$ cat config.mk
export PLATFORM = sky130hd
export DESIGN_NAME = unidad_muldiv
export DESIGN_NICKNAME = d
export VERILOG_FILES = /design/src/rtl/unidad_muldiv.sv
export SDC_FILE = /design/constraint.sdc
export NUM_CORES = 1
export LEC_CHECK = 0
export CORE_UTILIZATION = 55
export CTS_CLUSTER_SIZE = 24
export DETAILED_ROUTE_END_ITERATION = 6
export HOLD_SLACK_MARGIN = 0.06
export PLACE_DENSITY = 0.76
export SLEW_MARGIN = 25
export SYNTH_ARGS = -nofsm -noshare
export SYNTH_HDL_FRONTEND = slang
export SYNTH_SLANG_ARGS = --single-unit
export TNS_END_PERCENT = 20
$ cat constraint.sdc
create_clock -name CLK -period 7.2 [get_ports CLK]
set_input_delay 1.08 -clock CLK [delete_from_list [all_inputs] [get_ports CLK]]
set_output_delay 1.08 -clock CLK [all_outputs]
set_load 0.02 [all_outputs]
$ cat src/rtl/unidad_muldiv.sv
// unidad_muldiv: iterative RISC-V M-extension unit (MUL/MULH/MULHSU/MULHU,
// DIV/DIVU/REM/REMU). Shift-add multiply and restoring divide, one bit per
// cycle on operand magnitudes, with sign fix-up on the last iteration.
// Optional macro MULDIV_FAST_SPECIAL_EN: divide-by-zero and signed overflow
// bypass the iteration and finish on the accepting edge.
module unidad_muldiv #(
    parameter int WIDTH = 32
) (
    input  logic             CLK,
    input  logic             Reset_n,
    input  logic             start,
    input  logic [2:0]       funct3,
    input  logic [WIDTH-1:0] op1,
    input  logic [WIDTH-1:0] op2,
    input  logic [4:0]       rd_in,
    output logic             busy,
    output logic             done,
    output logic [WIDTH-1:0] result,
    output logic [4:0]       rd_out,
    output logic             wre_out
);

    localparam int CW = (WIDTH > 1) ? $clog2(WIDTH) : 1;
    localparam logic [CW-1:0]    LAST = CW'(WIDTH - 1);
    localparam logic [WIDTH-1:0] SMIN = {1'b1, {(WIDTH-1){1'b0}}};

    typedef enum logic [1:0] {IDLE, CALC, DONE} state_t;

    state_t               state_q, state_d;
    logic [2*WIDTH-1:0]   acc_q, acc_d;     // mul: {partial hi, multiplier}; div: {rem, dividend/quotient}
    logic [CW-1:0]        cnt_q, cnt_d;
    logic [WIDTH-1:0]     op1_q, op1_d, op2_q, op2_d;
    logic [2:0]           f_q, f_d;
    logic [4:0]           rd_q, rd_d;
    logic [WIDTH-1:0]     res_q, res_d;
    logic [4:0]           rdo_q, rdo_d;

    // op1 is signed for MULH, MULHSU, DIV, REM
    function automatic logic a_sgn(input logic [2:0] f);
        return (f == 3'b001) || (f == 3'b010) || (f == 3'b100) || (f == 3'b110);
    endfunction

    // op2 is signed for MULH, DIV, REM
    function automatic logic b_sgn(input logic [2:0] f);
        return (f == 3'b001) || (f == 3'b100) || (f == 3'b110);
    endfunction

    // Fixed results: div-by-zero gives q=all ones / r=op1, overflow gives q=op1 / r=0
    function automatic logic [WIDTH-1:0] spec_val(input logic is_rem, input logic div0,
                                                  input logic [WIDTH-1:0] a);
        if (div0) return is_rem ? a : '1;
        return is_rem ? '0 : a;
    endfunction

    logic               in_a_neg;
    logic [WIDTH-1:0]   mag_a_in;
    logic               a_neg, b_neg, div0, ovf;
    logic [WIDTH-1:0]   mag_b;
    logic [WIDTH:0]     mul_sum, shl, dif;
    logic [2*WIDTH-1:0] step, prod;
    logic [WIDTH-1:0]   quo, rem, fin;

    assign in_a_neg = a_sgn(funct3) & op1[WIDTH-1];
    assign mag_a_in = in_a_neg ? -op1 : op1;

    assign a_neg = a_sgn(f_q) & op1_q[WIDTH-1];
    assign b_neg = b_sgn(f_q) & op2_q[WIDTH-1];
    assign mag_b = b_neg ? -op2_q : op2_q;
    assign div0  = (op2_q == '0);
    assign ovf   = ~f_q[0] & (op1_q == SMIN) & (op2_q == '1);

    // One iteration: shift-add for multiply, restoring subtract for divide
    always_comb begin
        mul_sum = {1'b0, acc_q[2*WIDTH-1:WIDTH]} + (acc_q[0] ? {1'b0, mag_b} : '0);
        shl     = {acc_q[2*WIDTH-1:WIDTH], acc_q[WIDTH-1]};
        dif     = shl - {1'b0, mag_b};
        step    = {mul_sum, acc_q[WIDTH-1:1]};
        if (f_q[2]) begin
            step = dif[WIDTH] ? {shl[WIDTH-1:0], acc_q[WIDTH-2:0], 1'b0}
                              : {dif[WIDTH-1:0], acc_q[WIDTH-2:0], 1'b1};
        end
    end

    // Sign fix-up and result selection, applied to the value of the last iteration
    always_comb begin
        prod = (a_neg ^ b_neg) ? -step : step;
        quo  = (a_neg ^ b_neg) ? -step[WIDTH-1:0] : step[WIDTH-1:0];
        rem  = a_neg ? -step[2*WIDTH-1:WIDTH] : step[2*WIDTH-1:WIDTH];
        case (f_q)
            3'b000:                 fin = prod[WIDTH-1:0];
            3'b001, 3'b010, 3'b011: fin = prod[2*WIDTH-1:WIDTH];
            3'b100, 3'b101:         fin = (div0 || ovf) ? spec_val(1'b0, div0, op1_q) : quo;
            default:                fin = (div0 || ovf) ? spec_val(1'b1, div0, op1_q) : rem;
        endcase
    end

`ifdef MULDIV_FAST_SPECIAL_EN
    logic in_div0, in_ovf;
    assign in_div0 = funct3[2] & (op2 == '0);
    assign in_ovf  = funct3[2] & ~funct3[0] & (op1 == SMIN) & (op2 == '1);
`endif

    // FSM next state: latch on accept, iterate WIDTH times, publish on entry to DONE
    always_comb begin
        state_d = state_q;
        acc_d   = acc_q;
        cnt_d   = cnt_q;
        op1_d   = op1_q;
        op2_d   = op2_q;
        f_d     = f_q;
        rd_d    = rd_q;
        res_d   = res_q;
        rdo_d   = rdo_q;
        case (state_q)
            IDLE: begin
                if (start) begin
                    op1_d   = op1;
                    op2_d   = op2;
                    f_d     = funct3;
                    rd_d    = rd_in;
                    acc_d   = {{WIDTH{1'b0}}, mag_a_in};
                    cnt_d   = '0;
                    state_d = CALC;
`ifdef MULDIV_FAST_SPECIAL_EN
                    if (in_div0 || in_ovf) begin
                        res_d   = spec_val(funct3[1], in_div0, op1);
                        rdo_d   = rd_in;
                        state_d = DONE;
                    end
`endif
                end
            end
            CALC: begin
                acc_d = step;
                cnt_d = cnt_q + 1'b1;
                if (cnt_q == LAST) begin
                    res_d   = fin;
                    rdo_d   = rd_q;
                    state_d = DONE;
                end
            end
            DONE:    state_d = IDLE;
            default: state_d = IDLE;
        endcase
    end

    // State and datapath registers
    always_ff @(posedge CLK or negedge Reset_n) begin
        if (!Reset_n) begin
            state_q <= IDLE;
            acc_q   <= '0;
            cnt_q   <= '0;
            op1_q   <= '0;
            op2_q   <= '0;
            f_q     <= '0;
            rd_q    <= '0;
            res_q   <= '0;
            rdo_q   <= '0;
        end else begin
            state_q <= state_d;
            acc_q   <= acc_d;
            cnt_q   <= cnt_d;
            op1_q   <= op1_d;
            op2_q   <= op2_d;
            f_q     <= f_d;
            rd_q    <= rd_d;
            res_q   <= res_d;
            rdo_q   <= rdo_d;
        end
    end

    assign busy    = (state_q != IDLE);
    assign done    = (state_q == DONE);
    assign result  = res_q;
    assign rd_out  = rdo_q;
    assign wre_out = done & (rdo_q != 5'd0);

endmodule
==> results_dict.tcl, run 1 <==
set metrics [dict create \
    nets 2515 \
    gp_congestion 1.01 \
    grt.total_usage_pct 41.9 \
    worstPathArrival_ps 7260 \
    final_common_cell "nand2_1" \
    tightest_slew_ps 1080 \
    start_kind "flip-flop" \
    cts_hold_buf 0 \
    htree_levels 4 \
    grt-ovfl-total 0 \
    place_inst 2737 \
    die_h_um 178 \
    crit_start "op2_q[5]$_DFFE_PN0P_" \
    violations "DRC" \
    slew_violations 0 \
    via_per_inst 6.71 \
    synth_edf_count 0 \
    crit_fanout 14 \
    maxCapViolCount 0 \
    final_layout_size_suffix_gt1_share_pct 10.1 \
    highest_layer "met5" \
    place_area_sq_mm 0.0190 \
    dr.first_iter.drc_count 2294 \
    hp-start "rd_q[1]$_DFFE_PN0P_" \
    clk_path_buf_depth 2 \
    ant_nets 0 \
    synthArstFlopShare_pct 100 \
    grt_pass1_vias 17400 \
    yosys_most_used_dff "dfrtp_1" \
    period_share_pct 96.0 \
    dp_hpwl_um 50200 \
    synth_fp_nets 2399 \
    wl_um 66100 \
    die_width_um 178 \
    clock_sinks 180 \
    cts_buffers 17 \
    layout_common_cells "nand2_1, dfrtp_1, nor2_1, a21oi_1, o21ai_0" \
    fillers 2709 \
    max_slew_margin_pct 27.4 \
    io_pins 115 \
    hold_class "reg2reg" \
    synth_cells 2251 \
    ys_seq_area_share_pct 26.3 \
    coreArea_sq_mm 0.0306 \
    design_area_sq_mm 0.0198 \
    vias 18600 \
    max_freq_mhz 145 \
    syn-cell-area_sq_mm 0.0171 \
    dr_wl_met3_um 7410 \
    row_count 64 \
    wl_met2_um 28200 \
    required_ps 7550 \
    ys_types 106 \
    setup_viol 0 \
    fin_cells 2777 \
    syn_avg_cell_area_sq_um 7.61 \
    yosys_warnings 0 \
    finalHoldViolations 0 \
    clk_pin_slew_ps 80 \
    syn_to_final_growth_pct 15.7 \
    antenna_found_initial 2 \
    period_needed_ps 6910 \
    cp-end-kind "flip-flop" \
    status "finished, violations left" \
    ys_ff_latch 180 \
    reg2reg_from "op2_q[5]$_DFFE_PN0P_" \
    initial_core_util_pct 56.0 \
    clk_root_buffer_cell "clkbuf_16" \
    drc 1 \
    finalSetupTns_ps 0 \
    grt_max_degree 128 \
    clkLatencyLatePin_ps 470 \
    clock_skew_ps 22.2 \
    routedWlPerCell_um 23.8 \
    die_area_sq_mm 0.0318 \
    critical_path_class "reg2reg" \
    dr.pass1.iters 7 \
    met1Wirelength_um 28100 \
    cts_tree "yes" \
    grt_pass1_wl_um 101000 \
    port_buffers 114 \
]
## cells by family after synthesis
kind of cell	share of synthesized area, %
flip-flops	26.3
AND/OR/NAND/NOR	25.7
adder cells (fa/ha/maj)	5.42
multiplexers	2.62
buffers and inverters	4.12
AO/OA/AOI/OAI	26.2
XOR/XNOR	9.61
## state kept, by name, summed over array words and instances (netlist names)
| signal | cells |
|---|---|
| rd_q | 5 |
| op1_q | 32 |
| op2_q | 32 |
| cnt_q | 5 |
| state_q | 2 |
| rd_out | 5 |
| acc_q | 64 |
| result | 32 |
| f_q | 3 |
## per-stage QoR
stage / util [%] / hold slack, ps / worst slack [ps]
after global routing: 64.8 / 513 / -64.6
after floorplan: - / 439 / 75.8
final: 64.8 / 479 / 290
after detailed placement: 62.2 / 468 / -28.8
after CTS: 64.2 / 485 / 36.0
after global placement: 62.2 / 460 / 182
## routing by layer
layer | GRT usage [%] | vias up
met3 | 10.3 | 157
met4 | 15.9 | 4
met5 | 0 | -
met1 | 58.9 | 8845
met2 | 61.5 | 1123
li1 | - | 8496
## Yosys cell counts, types with 21 or more instances
library cell,count,area [sq um]
nand2_1,437,1640
nor2_1,181,679
dfrtp_1,180,4500
a21oi_1,156,781
o21ai_0,132,661
xnor2_1,107,937
clkbuf_1,88,330
xor2_1,81,709
ha_1,71,888
nor3_1,64,320
nand3_1,53,265
a31oi_1,41,257
mux2i_1,40,400
a221oi_1,35,307
nand4_1,33,206
o221ai_1,32,280
a21o_1,31,233
inv_1,30,113
a211oi_1,29,218
and3_1,24,150
o31ai_1,24,180
or3_1,23,144
and2_1,22,138
buf_2,21,105
nor4_1,21,131
## worst max-delay path, cell delays in order, from the launching register on
cell	delay, ps
dfrtp_1	410
or4_4	550
nor4_4	310
nor2b_4	210
nand2_1	100
or2_2	350
nor2_4	150
buf_4	150
a21oi_1	70
xnor2_1	240
ha_1	310
a21oi_2	190
o21ai_1	130
a211oi_2	350
o21ai_4	160
nor3_4	240
buf_4	300
nor3_1	90
nor2_1	180
ha_1	260
nand2_1	170
nor4_1	340
buf_4	200
a21oi_1	90
xnor2_1	140
a2111oi_0	570
o21ai_1	160
o32a_1	360
## final cells by class
cell class | count | area [sq um] | share of cell area [%]
antenna | 1 | 2.50 | 0.0126
clock buffer | 19 | 433 | 2.19
clock inverter | 13 | 164 | 0.827
inverter | 32 | 120 | 0.606
multi-input combinational | 1908 | 12100 | 61.0
sequential | 180 | 4510 | 22.8
tap | 396 | 495 | 2.50
timing repair buffer | 228 | 2010 | 10.2
## path summary, 6_finish.rpt
kind | depth (start not counted) | slack (ps) | to
max | 27 | 290 | result[30]$_DFFE_PN0P_
min | 2 | 480 | rd_out[1]$_DFFE_PN0P_
max reg2reg | 27 | 290 | result[30]$_DFFE_PN0P_
min reg2reg | 2 | 480 | rd_out[1]$_DFFE_PN0P_
max in group asynchronous | 2 | 4860 | f_q[2]$_DFFE_PN0P_
min in group asynchronous | 1 | 750 | op1_q[26]$_DFFE_PN0P_
## repair_timing
item / in CTS / in global routing
pin swaps: 0 / 14
endpoints found under the setup margin: 3 / 16
buffers inserted: 0 / 7
gates resized for setup: 2 / 26
Power of run 1 is not shown: default switching activity piles up to over one toggle a cycle in this logic, so the estimate is an artifact.
==> run 2: changes to the inputs <==
- CORE_ASPECT_RATIO: not set -> 0.7
- CORE_UTILIZATION: 55 -> 56
- CTS_BUF_LIST: not set -> sky130_fd_sc_hd__clkbuf_2
- PLACE_DENSITY: 0.76 -> 0.77
- SKIP_CTS_REPAIR_TIMING: not set -> 1
==> run 2 against run 1 <==
  * Maximum frequency fell by 1.2%
  * First-iteration DRC count rose by 34%
  * Largest cell class unchanged
  * Non-clock buffer count rose by 24
  * Die area fell by 1.7%
  * Core utilization rose by 1.1 points
  * Cell count rose by 1.5%
  * The flow still finishes with violations (DRC)
  * Highest routed layer unchanged
==> results_dict.tcl, run 2 (synthesized netlist as in run 1, its figures left out) <==
set metrics [dict create \
    crit_slowest_cell "or4_1" \
    routedWlPerCell_um 24.1 \
    dr.pass1.iters 7 \
    ant_nets 0 \
    via_per_inst 6.76 \
    grt-ovfl-total 0 \
    dr.first_iter.drc_count 3074 \
    grt_pass1_vias 17300 \
    start_kind "flip-flop" \
    ff2ff_path_depth 29 \
    clk_pin_slew_ps 330 \
    nets 2539 \
    largest_register_ffs 64 \
    max_slew_margin_pct 32.0 \
    crit_fanout 13 \
    finalSetupTns_ps 0 \
    fillers 2607 \
    final_common_cell "nand2_1" \
    layout_common_cells "nand2_1, dfrtp_1, nor2_1, a21oi_1, buf_4" \
    period_needed_ps 6990 \
    die_area_sq_mm 0.0313 \
    wl_um 67900 \
    clock_sinks 180 \
    seq_area_sq_mm 0.00451 \
    syn_to_final_growth_pct 15.5 \
    hold_class "in2async" \
    io_pins 115 \
    grt.total_usage_pct 42.7 \
    status "finished, violations left" \
    setup_viol 0 \
    grt_pass1_wl_um 102000 \
    r2r_slack_ps 210 \
    drc 14 \
    row_count 53 \
    die_width_um 211 \
    antenna_found_initial 3 \
    cp-end-kind "flip-flop" \
    clk_root_buffer_cell "clkbuf_2" \
    max_freq_mhz 143 \
    max_stage_delay_ps 580 \
    initial_core_util_pct 57.0 \
    required_ps 8020 \
    grt_max_degree 106 \
    violations "DRC" \
    coreArea_sq_mm 0.0300 \
    design_area_sq_mm 0.0198 \
    place_area_sq_mm 0.0193 \
    tightest_slew_ps 1010 \
    dp_hpwl_um 52700 \
    cts_buffers 17 \
    cts_tree "yes" \
    htree_levels 4 \
    largest_register "acc_q" \
    vias 19100 \
    worstPathArrival_ps 7810 \
    reg2reg_from "op2_q[4]$_DFFE_PN0P_" \
    finalHoldViolations 0 \
    clock_skew_ps 78.4 \
    clk_path_buf_depth 2 \
    final_layout_size_suffix_gt1_share_pct 11.4 \
    period_share_pct 97.1 \
    gp_congestion 1.02 \
    clkLatencyLatePin_ps 930 \
    critical_path_class "reg2reg" \
    r2r_end "result[30]$_DFFE_PN0P_" \
    maxCapViolCount 0 \
    die_h_um 148 \
    multi_input_area_sq_mm 0.0121 \
    slew_violations 0 \
    port_buffers 114 \
]
[run 2: changes by cell type in the layout (fill, tap and decap cells not counted), sizes merged]
cell	change
buf	+24
clkinv	+6
clkbuf	-2
clkinvlp	-2
diode	+2
bufinv	-1
inv	-1
[run 2: cell type report]
| cell class | count | area share [%] |
|---|---|---|
| Multi-Input combinational cell | 1908 | 61.3 |
| Sequential cell | 180 | 22.8 |
| Timing Repair Buffer | 252 | 11.2 |
| Tap cell | 412 | 2.61 |
| Clock inverter | 15 | 1.01 |
| Inverter | 32 | 0.607 |
| Clock buffer | 17 | 0.430 |
| Antenna cell | 3 | 0.0380 |
[run 2: worst max path at each step]
stage	start	to	slack, ps	depth (start not counted)
3_3_place_gp	op2_q[4]$_DFFE_PN0P_	result[28]$_DFFE_PN0P_	300	32
2_1_floorplan	op2_q[2]$_DFFE_PN0P_	result[28]$_DFFE_PN0P_	80	35
3_5_place_dp	op2_q[4]$_DFFE_PN0P_	result[28]$_DFFE_PN0P_	80	30
4_1_cts	op2_q[4]$_DFFE_PN0P_	result[28]$_DFFE_PN0P_	-7	30
6_report	op2_q[4]$_DFFE_PN0P_	result[30]$_DFFE_PN0P_	210	29
5_1_grt	op2_q[4]$_DFFE_PN0P_	result[22]$_DFFE_PN0P_	-80	33
[run 2: worst max-delay path, delay by kind of cell, from the launching register on]
family	cells	cell delay (ps)
simple gates	13	2950
xor+xnor	2	430
fa+ha+maj	2	560
compound gates	8	1750
buf+inv	4	770
flops	1	450
[run 2: routing by layer]
layer / global-route usage, % / up-vias / wire length, um
met2: 57.1 / 1287 / 26600
met4: 11.2 / 4 / 1780
met1: 63.6 / 9041 / 29300
met5: 1.41 / - / 77
li1: - / 8557 / -
met3: 15.3 / 161 / 10100
[run 2: through the flow]
step	hold WS (ps)	worst slack [ps]	instances	util, %
2_1_floorplan	439	75.8	2251	-
3_3_place_gp	447	299	2778	64.1
3_5_place_dp	468	81.6	2778	64.1
4_1_cts	214	-6.51	2810	65.0
5_1_grt	227	-81.0	2817	65.8
6_report	164	209	2819	65.9
Power of run 2 is left out for the same reason.
